$ cat config.mk
export PLATFORM = sky130hd
export DESIGN_NAME = tt_stim_gen
export DESIGN_NICKNAME = d
export VERILOG_FILES = /design/src/rtl/tt_stim_gen.sv
export SDC_FILE = /design/constraint.sdc
export NUM_CORES = 1
export LEC_CHECK = 0
export CAP_MARGIN = 10
export CORE_MARGIN = 2
export CORE_UTILIZATION = 45
export DETAILED_ROUTE_END_ITERATION = 8
export PLACE_DENSITY = 0.84
export REMOVE_ABC_BUFFERS = 1
export SKIP_LAST_GASP = 1
export SLEW_MARGIN = 20
export SYNTH_ARGS = -nofsm -noshare
export SYNTH_HDL_FRONTEND = slang
export SYNTH_SLANG_ARGS = --single-unit
export TNS_END_PERCENT = 50
$ cat constraint.sdc
create_clock -name clk -period 1.6 [get_ports clk]
set_input_delay 0.32 -clock clk [delete_from_list [all_inputs] [get_ports clk]]
set_output_delay 0.32 -clock clk [all_outputs]
set_load 0.005 [all_outputs]
$ cat src/rtl/tt_stim_gen.sv
// Truth-table stimulus generator: sweeps {A,B,C} through 4 or 8 patterns, holding each
// for HOLD cycles, and captures the downstream response bit for each pattern into tt.
module tt_stim_gen #(
  parameter int unsigned HOLD = 20
) (
  input  logic       clk,
  input  logic       rst_n,
  input  logic       start,
  input  logic       mode,
  input  logic       loop,
  input  logic       abort,
  input  logic       resp,
  output logic [2:0] abc,
  output logic       pat_valid,
  output logic [2:0] step,
  output logic       busy,
  output logic       done,
  output logic [7:0] tt
);

  // Handshake: start is a level request, accepted on any rising edge that sees it high
  // while IDLE; busy stays high from that edge until the sweep ends or is aborted.

  typedef enum logic {IDLE, RUN} state_t;

  localparam logic [7:0] HOLD_LAST = 8'(HOLD - 1);

  state_t     state_q, state_d;
  logic [7:0] hcnt_q, hcnt_d;
  logic [2:0] step_d;
  logic       mode_q, mode_d;
  logic [7:0] tt_d;
  logic       done_d;
  logic       run_d;
  logic [2:0] abc_d;
  logic [2:0] last_step;

  function automatic logic [2:0] map_pat(input logic m, input logic [2:0] s);
    return m ? s : {s[1], s[0], 1'b0};
  endfunction

  assign last_step = mode_q ? 3'd7 : 3'd3;

  always_comb begin
    state_d = state_q;
    hcnt_d  = hcnt_q;
    step_d  = step;
    mode_d  = mode_q;
    tt_d    = tt;
    done_d  = 1'b0;
    case (state_q)
      IDLE: begin
        if (start) begin
          state_d = RUN;
          step_d  = 3'd0;
          hcnt_d  = 8'd0;
          tt_d    = 8'd0;
          mode_d  = mode;
        end
      end
      RUN: begin
        // abort outranks a coinciding capture and the end-of-pass pulse
        if (abort) begin
          state_d = IDLE;
          step_d  = 3'd0;
          hcnt_d  = 8'd0;
        end else if (hcnt_q == HOLD_LAST) begin
          tt_d[step] = resp;
          hcnt_d     = 8'd0;
          if (step == last_step) begin
            done_d = 1'b1;
            step_d = 3'd0;
            if (!loop) state_d = IDLE;
          end else begin
            step_d = step + 3'd1;
          end
        end else begin
          hcnt_d = hcnt_q + 8'd1;
        end
      end
      default: state_d = IDLE;
    endcase
    run_d = (state_d == RUN);
    abc_d = run_d ? map_pat(mode_d, step_d) : 3'd0;
  end

  always_ff @(posedge clk) begin
    if (!rst_n) begin
      state_q   <= IDLE;
      hcnt_q    <= 8'd0;
      step      <= 3'd0;
      mode_q    <= 1'b0;
      tt        <= 8'd0;
      done      <= 1'b0;
      busy      <= 1'b0;
      pat_valid <= 1'b0;
      abc       <= 3'd0;
    end else begin
      state_q   <= state_d;
      hcnt_q    <= hcnt_d;
      step      <= step_d;
      mode_q    <= mode_d;
      tt        <= tt_d;
      done      <= done_d;
      busy      <= run_d;
      pat_valid <= run_d;
      abc       <= abc_d;
    end
  end

endmodule

==> impl_metrics.yaml <==
worst_setup_path:
  worstSetupStartpointType: "flop"
  crit_type: "reg -> out"
  crit_path_start: "step[1]"
  slowest_stage: "clkdlybuf4s50_1"
  cp_cell_sequence: "clkdlybuf4s50_1"
  cp.arrival_ns: 1.30
  crit_family: "buffers and inverters"
  r2r_start: "state_q"
  max_stage_delay_ns: 0.54
  required_ns: 1.28
  crit_fanout: 3
  endpoint_kind: "primary output"
  crit_buf_inv: 1
die:
  fp-row-count: 18
  fp.dieArea_sq_um: 3120
  ios: 24
  chipWidth_um: 55.9
  die_h_um: 55.9
  start_util_pct: 48.0
  fp.coreArea_sq_um: 2520
synth:
  synthCells: 130
  ys_async_sr_fraction_pct: 0
  synth_area_sq_um: 1210
  synth-edff-count: 0
  avgSynthCellArea_sq_um: 9.31
  ys.flop_type: "dfxtp_1"
  seq_area_frac_synth_pct: 41.4
  ys_ff_latch: 25
  ys.warnings.count: 0
  ys_types: 42
final_layout:
  register_area_sq_um: 517
  layoutNonFillerInstCount: 213
  final_common_cell: "buf_4"
  final_layout_size_suffix_gt1_share_pct: 34.4
  fin_util_pct: 72.6
  most-common-layout-cells: "buf_4 (31), dfxtp_1 (18), clkdlybuf4s50_1 (18)"
  multi_input_area_sq_um: 768
  nNetsFinal: 193
  area_growth_pct: 51.4
  nFillCells: 200
  n_antenna_cell: 0
  final_cell_area_sq_um: 1830
global_routing:
  top_usage_layer: "met2"
  grt_max_degree: 14
  use_met3_pct: 2.79
  antenna_found_initial: 0
  grt_usage_pct: 21.0
  grt_pass1_wl_um: 5250
  overflow: 0
  grt_pass1_vias: 1179
  groute.layer.met2.usage_pct: 36.4
  grtUsageMet1_pct: 26.5
placed_design:
  port_buffers: 23
  preCtsSetupSlack_ns: -0.359
  placed_area_sq_um: 1640
  globalplace.congestion: 0.841
  hpwl_um: 2390
  dp_cells: 203
worst_hold_path:
  hold_class: "reg -> reg"
  hp-start: "tt[2]"
timing:
  setup-tns-final_ns: -0.0210
  clock.fmax_mhz: 618
  hold_slack_ns: 0.496
  finalSetupViolCount: 2
  worstMarginPinSlew_ns: 0.377
  setup_ws_ns: -0.0174
  relSlewSlack_pct: 74.9
  slew_violations: 0
  period_needed_ns: 1.62
  fin_skew_ns: 0.00231
  period_share_pct: 101
  hold_violations: 0
  rsz0062_at_grt: "yes"
detailed_routing:
  drt-total-wl_um: 3480
  vias: 1231
  drtIter0Drc: 31
  antenna_left: 0
  viasPerCell: 5.78
  dr.pass1.iters: 4
  drc: 0
  routedWlPerCell_um: 16.3
cts:
  cts_sinks: 25
  ctsHoldBuffers: 0
  insertion_delay_ns: 0.32
  cts_tree: "built"
  cts_buffers: 3
  clk_pin_slew_ns: 0.13
  ctsHtreeMaxLevel: 1
  cts_root_buf: "clkbuf_4"
  clockBufferDepth: 2
pwr:
  vdd_drop_max_mv: 0.561
  p_leak_nw: 0.714
  p_total_mw: 1.07
  power.density_nw_per_um2: 586
flow_run:
  drv_cap: 0
status:
  run_status: "complete, but fails checks"
  failed_checks: "negative setup slack"
## tightest hold or removal path, cell delays in order (launching register included)
cell      delay [ns]
dfxtp_1         0.35
o311ai_2        0.06
o21ai_1         0.06
## where the power goes
| group | leakage, nW | switching, mW | internal (mW) | total [mW] |
|---|---|---|---|---|
| Combinational | 0.493 | 0.0692 | 0.0800 | 0.149 |
| Clock | 0.0150 | 0.192 | 0.0978 | 0.289 |
| Sequential | 0.206 | 0.00725 | 0.627 | 0.635 |
| Total | 0.714 | 0.268 | 0.805 | 1.07 |
## per-layer routing
layer / wire length, um / vias to the layer above
met1: 1400 / 585
met4: 72 / 0
met2: 1830 / 46
met5: 0 / -
met3: 178 / 9
li1: - / 591
## what timing repair did
item / 4_1_cts / 5_1_grt
resized for setup: 9 / 27
setup buffers: 3 / 3
setup endpoints to repair: 21 / 24
pin swaps: 0 / 6
## registers in the layout, summed over array words and instances, names as in the netlist
name	count
hcnt_q	8
tt	8
abc	3
step	3
done	1
mode_q	1
state_q	1
## path summary, 6_finish.rpt
kind                  end  slack [ns]  cells past startpoint
hold reg to reg     tt[2]        0.50                      2
setup reg to reg   abc[1]           0                      5
setup / recovery  step[1]       -0.02                      1
hold / removal      tt[2]        0.50                      2
## final cells by class
class	count	area share, %
Tap cell	30	2.05
Clock buffer	4	1.43
Sequential cell	25	28.2
Inverter	2	0.410
Timing Repair Buffer	55	26.0
Multi-Input combinational cell	97	41.9
## synth_stat cells (3+ instances only)
library cell / count / share of area (%)
dfxtp_1: 25 / 41
nor2_1: 12 / 3.7
nand2_1: 10 / 3.1
nand4_1: 8 / 4.1
o21ai_0: 6 / 2.5
xor2_1: 6 / 4.3
a21oi_1: 4 / 1.7
nand2b_1: 4 / 2.1
o211ai_1: 4 / 2.5
o311ai_0: 4 / 2.9
and3_1: 3 / 1.6
clkbuf_1: 3 / 0.93
nor3_1: 3 / 1.2
## kinds of logic (layout without fill, tap and decap cells)
family	Yosys count	in the layout	share of synthesized area [%]
flops	25	25	41.4
fa+ha+maj	2	2	2.07
xor+xnor	8	8	5.79
buf+inv	8	61	3.00
mux	2	2	1.76
simple gates	57	57	27.5
compound gates	28	28	18.5
No activity file was read; power rests on OpenSTA's default activity.
